--- src/rtl/his_builder_fsm.sv ---
// Per-pixel coarse ToF histogram builder: accumulates ACQ_NUM shots, then scans for each pixel's peak bin.
// Build option HIS_SATURATE_EN: bin counters saturate instead of wrapping.
module his_builder_fsm #(
    parameter int NP                = 10,
    parameter int PIXEL_NUM_PER_RAM = 3,
    parameter int ACQ_NUM           = 2,
    parameter int BIN_BITS          = 4,
    parameter int CNT_W             = 8
) (
    input  logic          clk,
    input  logic          res,
    input  logic          wrEn,
    input  logic [NP-1:0] data,
    output logic [NP-1:0] peakResult [PIXEL_NUM_PER_RAM],
    output logic          peakValid
);

    localparam int BINS = 2 ** BIN_BITS;
    localparam int PW   = (PIXEL_NUM_PER_RAM > 1) ? $clog2(PIXEL_NUM_PER_RAM) : 1;
    localparam int AW   = (ACQ_NUM > 1) ? $clog2(ACQ_NUM) : 1;

    localparam logic [PW-1:0]       PIX_LAST = PW'(PIXEL_NUM_PER_RAM - 1);
    localparam logic [AW-1:0]       ACQ_LAST = AW'(ACQ_NUM - 1);
    localparam logic [BIN_BITS-1:0] IDX_LAST = '1;

    typedef enum logic [1:0] {
        ACCUM,
        SEARCH,
        DONE
    } state_t;

    state_t              state_q;
    logic [CNT_W-1:0]    hist_q     [PIXEL_NUM_PER_RAM][BINS];
    logic [PW-1:0]       pix_q;
    logic [AW-1:0]       acq_q;
    logic [BIN_BITS-1:0] idx_q;
    logic [BIN_BITS-1:0] best_bin_q [PIXEL_NUM_PER_RAM];
    logic [CNT_W-1:0]    best_cnt_q [PIXEL_NUM_PER_RAM];
    logic [NP-1:0]       peak_q     [PIXEL_NUM_PER_RAM];
    logic                valid_q;

    logic [BIN_BITS-1:0] bin_d;
    logic [CNT_W-1:0]    cur_cnt;
    logic [CNT_W-1:0]    inc_cnt;
    logic                unused_lsb;

    assign bin_d      = data[NP-1 -: BIN_BITS];
    assign unused_lsb = ^data[NP-BIN_BITS-1:0];
    assign cur_cnt    = hist_q[pix_q][bin_d];

`ifdef HIS_SATURATE_EN
    assign inc_cnt = (&cur_cnt) ? cur_cnt : cur_cnt + CNT_W'(1);
`else
    assign inc_cnt = cur_cnt + CNT_W'(1);
`endif

    always_ff @(posedge clk) begin
        if (res) begin
            state_q <= ACCUM;
            pix_q   <= '0;
            acq_q   <= '0;
            idx_q   <= '0;
            valid_q <= 1'b0;
            for (int p = 0; p < PIXEL_NUM_PER_RAM; p++) begin
                best_bin_q[p] <= '0;
                best_cnt_q[p] <= '0;
                peak_q[p]     <= '0;
                for (int b = 0; b < BINS; b++) hist_q[p][b] <= '0;
            end
        end else begin
            valid_q <= 1'b0;
            unique case (state_q)
                ACCUM: begin
                    if (wrEn) begin
                        hist_q[pix_q][bin_d] <= inc_cnt;
                        if (pix_q == PIX_LAST) begin
                            pix_q <= '0;
                            if (acq_q == ACQ_LAST) begin
                                acq_q   <= '0;
                                idx_q   <= '0;
                                state_q <= SEARCH;
                                for (int p = 0; p < PIXEL_NUM_PER_RAM; p++) begin
                                    best_bin_q[p] <= '0;
                                    best_cnt_q[p] <= '0;
                                end
                            end else begin
                                acq_q <= acq_q + AW'(1);
                            end
                        end else begin
                            pix_q <= pix_q + PW'(1);
                        end
                    end
                end
                SEARCH: begin
                    // Strict compare: on a tie the earlier (lower) bin wins.
                    for (int p = 0; p < PIXEL_NUM_PER_RAM; p++) begin
                        if (hist_q[p][idx_q] > best_cnt_q[p]) begin
                            best_cnt_q[p] <= hist_q[p][idx_q];
                            best_bin_q[p] <= idx_q;
                        end
                    end
                    idx_q <= idx_q + BIN_BITS'(1);
                    if (idx_q == IDX_LAST) state_q <= DONE;
                end
                DONE: begin
                    valid_q <= 1'b1;
                    state_q <= ACCUM;
                    for (int p = 0; p < PIXEL_NUM_PER_RAM; p++) begin
                        peak_q[p] <= {best_bin_q[p], {(NP - BIN_BITS){1'b0}}};
                        for (int b = 0; b < BINS; b++) hist_q[p][b] <= '0;
                    end
                end
                default: state_q <= ACCUM;
            endcase
        end
    end

    assign peakResult = peak_q;
    assign peakValid  = valid_q;

endmodule

--- config.mk ---
export PLATFORM = sky130hd
export DESIGN_NAME = his_builder_fsm
export DESIGN_NICKNAME = d
export VERILOG_FILES = /design/src/rtl/his_builder_fsm.sv
export SDC_FILE = /design/constraint.sdc
export NUM_CORES = 1
export LEC_CHECK = 0
export CORE_AREA = 2 2 237 239
export DETAILED_ROUTE_END_ITERATION = 16
export DIE_AREA = 0 0 239 241
export PLACE_DENSITY = 0.67
export SYNTH_ARGS = -nofsm -noshare
export SYNTH_HDL_FRONTEND = slang
export SYNTH_SLANG_ARGS = --single-unit
--- constraint.sdc ---
create_clock -name clk -period 8.4 [get_ports clk]
set_input_delay 2.52 -clock clk [delete_from_list [all_inputs] [get_ports clk]]
set_output_delay 2.52 -clock clk [all_outputs]
set_load 0.1 [all_outputs]
After elaboration in Yosys (flattened, before gate mapping) --
Memories as Yosys holds them, arrays and structs flattened. A register that Yosys moved wholly into a read port is not among the register bits. Cells that the tools add are included.
Word-level totals: flip-flop bits (word level) 10, memory bits (writable) 420, memories kept 3
Cells by class: $add $sub $neg 4, $lt $le $gt $ge 6, equality and inequality tests 8, multiplexer cells 117, bitwise logic cells 62, reductions and logical operators 8
Memory list:
- hist_q | depth 3, bits a word 128, rd ports 4, clocked after Yosys merged registers in 1, wr ports 3, RTL line 33 | logic [CNT_W-1:0] hist_q [PIXEL_NUM_PER_RAM][BINS];
- best_cnt_q | depth 3, bits a word 8, rd ports 3, clocked after Yosys merged registers in 0, wr ports 3, RTL line 38 | logic [CNT_W-1:0] best_cnt_q [PIXEL_NUM_PER_RAM];
- best_bin_q | depth 3, bits a word 4, rd ports 3, clocked after Yosys merged registers in 3, wr ports 3, RTL line 37 | logic [BIN_BITS-1:0] best_bin_q [PIXEL_NUM_PER_RAM];
Operators by type and width (count):
- $mux 8 | 63
- $mux 128 | 3
- $bmux 8 s4 | 4
- $reduce_or 128->1 | 1
- $or 1x1->1 | 60
- $mux 4 | 9
- $demux 8 s4 | 1
- $mux 1 | 27
- $gt 8x8->1 | 3
- $mux 2 | 8
- $ge 5x5->1 const B | 2
- $not 4->5 | 2
- $add 8x1->8 const B | 1
- $ne 2x2->1 const B | 4
- $pmux 4 s2 | 1
- $reduce_and 4->1 | 2
- $lt 5x1->1 const B | 1
- $add 4x1->4 const B | 1
- $eq 2x2->1 const B | 2
- $eq 4x4->1 const B | 1
- $pmux 2 s2 | 1
- $reduce_and 3->1 | 1
- $add 2x1->2 const B | 1
- $eq 2x1->1 const B | 1
- other kinds (5) | 5

Depth between registers and ports, before layout --
depth in word-level cells 10, mapped depth 16, gate-level depth less buffers 12

Worst setup path after synthesis --
Ideal clock, no wire load.
path type in2reg, start in data[7], end mem hist_q[0][17] (netlist name) (data pin), arrival time 5.786 ns, slack 2.348 ns, stages on the path 15, path buffers 7, cell sequence buf_4 -> buf_6 -> buf_6 -> nor2_1 -> buf_2 -> a22oi_1 -> a21oi_1 -> nor4_2 -> inv_1 -> clkbuf_1 -> ha_1 -> inv_1 -> clkbuf_1 -> clkbuf_1 -> nor2_1
RTL lines:
- start: declaration | RTL line 13 | input logic [NP-1:0] data,
- end: declaration | RTL line 33

==> metrics.cfg <==
[clocking]
cts_buffers = 58
cts_tree = built
cts-root-buf = clkbuf_16
cts.sinks = 572
postCtsResizedCells = 0
cts_hold_buf = 0
cts_setup_buffers = 0
h-tree-depth = 2
path_clk_slew_ns = 0.06
clock_latency_ns = 0.63
clk_path_buf_depth = 3

[layout]
layout.nets = 1868
final_common_cell = edfxtp_1
multiInputGateArea_mm2 = 0.00994
drive_gt1_share_pct = 22.6
syn2layout_area_growth_pct = 9.80
layout_common_cells = edfxtp_1 (548), nor2_1 (426), mux4_2 (248), nand2_1 (121), clkbuf_16 (61)
seqCellArea_mm2 = 0.0170
fillers = 4343

[power]
power_mw = 6.55
p_sw_mw = 1.66
ir_drop_mv = 0.163
clkPwrFrac_pct = 39.0
power_leakage_nw = 10.4
pwr-share-seq_pct = 50.2
p_comb_share_pct = 10.9
p_int_mw = 4.89
pwr_density_cell_mw_per_mm2 = 215
p_sw_share_pct = 25.3

[worst_setup_path]
crit_fanout = 16
crit_type = in -> reg
rrSetupSlack_ns = 3.25
start_kind = input port
reg2reg_depth = 9
crit_path_start = data[8]
worstReg2RegEnd = hist_q[3][118]$_DFFE_PP_
cp_data_required_time_ns = 8.66
crit_path_end_kind = flop
arrival_ns = 6.62

[yosys]
synth_edf_count = 548
ys.warnings.count = 0
async_flop_share_pct = 0
synth_cell_types = 54
syn_avg_cell_area_um2 = 15.2
netlist_area_mm2 = 0.0277
ys.flop_type = edfxtp_1
synth_seq_area_share_pct = 61.1
netlist_instances = 1829
ys_seq_elements = 572

[timing]
final.setup.tns_ns = 0
slew_headroom_pct = 9.63
fin_crit_sh_pct = 75.8
max_slew.worst_pin.slew_ns = 1.35
final-max-slew-violation-count = 0
fin_crit_ns = 6.36
fin_worst_skew_ns = 0.0170
rsz0062_at_grt = false
max_freq_mhz = 157
setup_violations = 0
finalHoldViolCount = 0

[floorplanning]
initial_core_util_pct = 50.5
pin_count = 44
fp.dieArea_mm2 = 0.0576
rows = 86
dieWidth_um = 239
core_mm2 = 0.0549
die_h_um = 241

[detailed_routing]
first_pass_iters = 5
drt_iter0_drc = 3057
drcViolationCount = 0
antenna_left = 0
wirelength_um = 88600
vias = 17500
viasPerCell = 6.78
wl_per_cell_um = 34.3

[job]
drv_cap = 0

[global_routing]
grt_pass1_wl_um = 125000
grt_max_degree = 101
grt_pass1_vias = 17000
grt_usage_pct = 31.5
antenna_found_initial = 10
overflow = 0

[worst_hold_path]
hp-class = reg -> reg
min_path_cells = 1
min_to = peakResult[9]$_SDFFE_PP0N_
hp-start = best_bin_q[0][11]$_DFFE_PP_

[placed_design]
gp_congestion = 0.996
portBuffers = 19
dp_hpwl_um = 60300

[run_status]
status = finished clean

worst max-delay path by stage:
stage	cells past startpoint	slack, ns	end
floorplan	15	2.35	hist_q[0][17]$_SDFFCE_PN0P_
global placement	9	1.54	hist_q[3][70]$_DFFE_PP_
detailed placement	11	1.52	hist_q[3][70]$_DFFE_PP_
CTS	11	2.15	hist_q[3][118]$_DFFE_PP_
global route	9	1.99	hist_q[3][102]$_DFFE_PP_
finish	9	2.04	hist_q[3][118]$_DFFE_PP_
through the flow:
stage,setup WS (ns),utilization (%),instance area [um^2],hold slack [ns],cells
after floorplan,2.35,-,27800,0.442,1846
after global placement,1.54,52.0,28600,0.446,2473
after detailed placement,1.52,52.0,28600,0.454,2473
after CTS,2.15,55.4,30400,0.468,2581
after global routing,1.99,55.4,30400,0.484,2581
final,2.04,55.5,30400,0.464,2587
power by group through the flow:
stage	logic [mW]	clock network, mW	registers [mW]
detailed placement	0.692	0	3.34
global placement	0.684	0	3.34
floorplan	0.461	0	3.30
global route	0.729	2.68	3.29
finish	0.712	2.55	3.28
CTS	0.695	2.56	3.28
synthesized netlist by cell type, types with 3 or more instances:
| library cell | count | area (um^2) |
|---|---|---|
| mux2_2 | 6 | 67.6 |
| inv_1 | 33 | 124 |
| o21ai_0 | 11 | 55.1 |
| mux4_2 | 248 | 5590 |
| nor2_1 | 426 | 1600 |
| xor2_1 | 3 | 26.3 |
| nand3_1 | 7 | 35.0 |
| ha_1 | 26 | 325 |
| buf_4 | 37 | 278 |
| o21ai_1 | 3 | 15.0 |
| clkbuf_1 | 57 | 214 |
| a21oi_1 | 29 | 145 |
| edfxtp_1 | 548 | 16500 |
| a22o_1 | 12 | 105 |
| a22oi_1 | 29 | 218 |
| a32oi_1 | 3 | 26.3 |
| o211a_1 | 3 | 30.0 |
| mux2i_1 | 26 | 260 |
| buf_2 | 23 | 115 |
| a21o_1 | 8 | 60.1 |
| o32ai_1 | 3 | 26.3 |
| xor2_2 | 3 | 48.8 |
| nand4_1 | 7 | 43.8 |
| buf_1 | 15 | 56.3 |
| dfxtp_1 | 24 | 480 |
| nor3_1 | 22 | 110 |
| nand2b_1 | 12 | 75.1 |
| nor2b_1 | 33 | 206 |
| nand2_1 | 121 | 454 |
| inv_2 | 4 | 15.0 |
| buf_6 | 20 | 225 |
logic make-up after synthesis:
family	share of synthesized area (%)
buffers and inverters	3.71
AOI/OAI and AO/OA	2.82
muxes	21.3
adders and majority gates	1.17
xor gates and xnor gates	0.393
and+or+nand+nor	9.47
other	0.0135
DFF	61.1
flip-flops by register name, indices dropped and copies added (netlist names), named ones only:
signal	count
idx_q	4
pix_q	2
best_cnt_q	24
hist_q	512
best_bin_q	12
peakResult	12
peakValid	1
state_q	2
acq_q	1
area by class of cell:
cell class	instances	share of cell area [%]
inverters	37	0.456
clock inverters	29	0.707
well taps	704	2.89
clock buffers	79	5.40
multi-input cells	1085	32.7
flip-flops and latches	572	55.7
repair buffers	75	2.12
diodes	6	0.0493
critical path, stage by stage:
cell and delay [ns]:
clkdlybuf4s50_1 1.07, nand2_1 0.64, a21oi_1 0.59, nor4_4 0.10, clkinv_1 0.08, ha_1 0.32
nand3_1 0.23, xor2_4 0.62, inv_2 0.41
layer usage:
| metal | vias up | part of all wire (%) | GRT usage, % |
|---|---|---|---|
| met4 | 0 | 5.0 | 14.2 |
| met1 | 8917 | 35 | 41.3 |
| met2 | 1423 | 46 | 49.2 |
| li1 | 6985 | - | - |
| met5 | - | 0 | 0 |
| met3 | 219 | 14 | 9.22 |
Note: power is estimated with default switching activity, not from simulation.
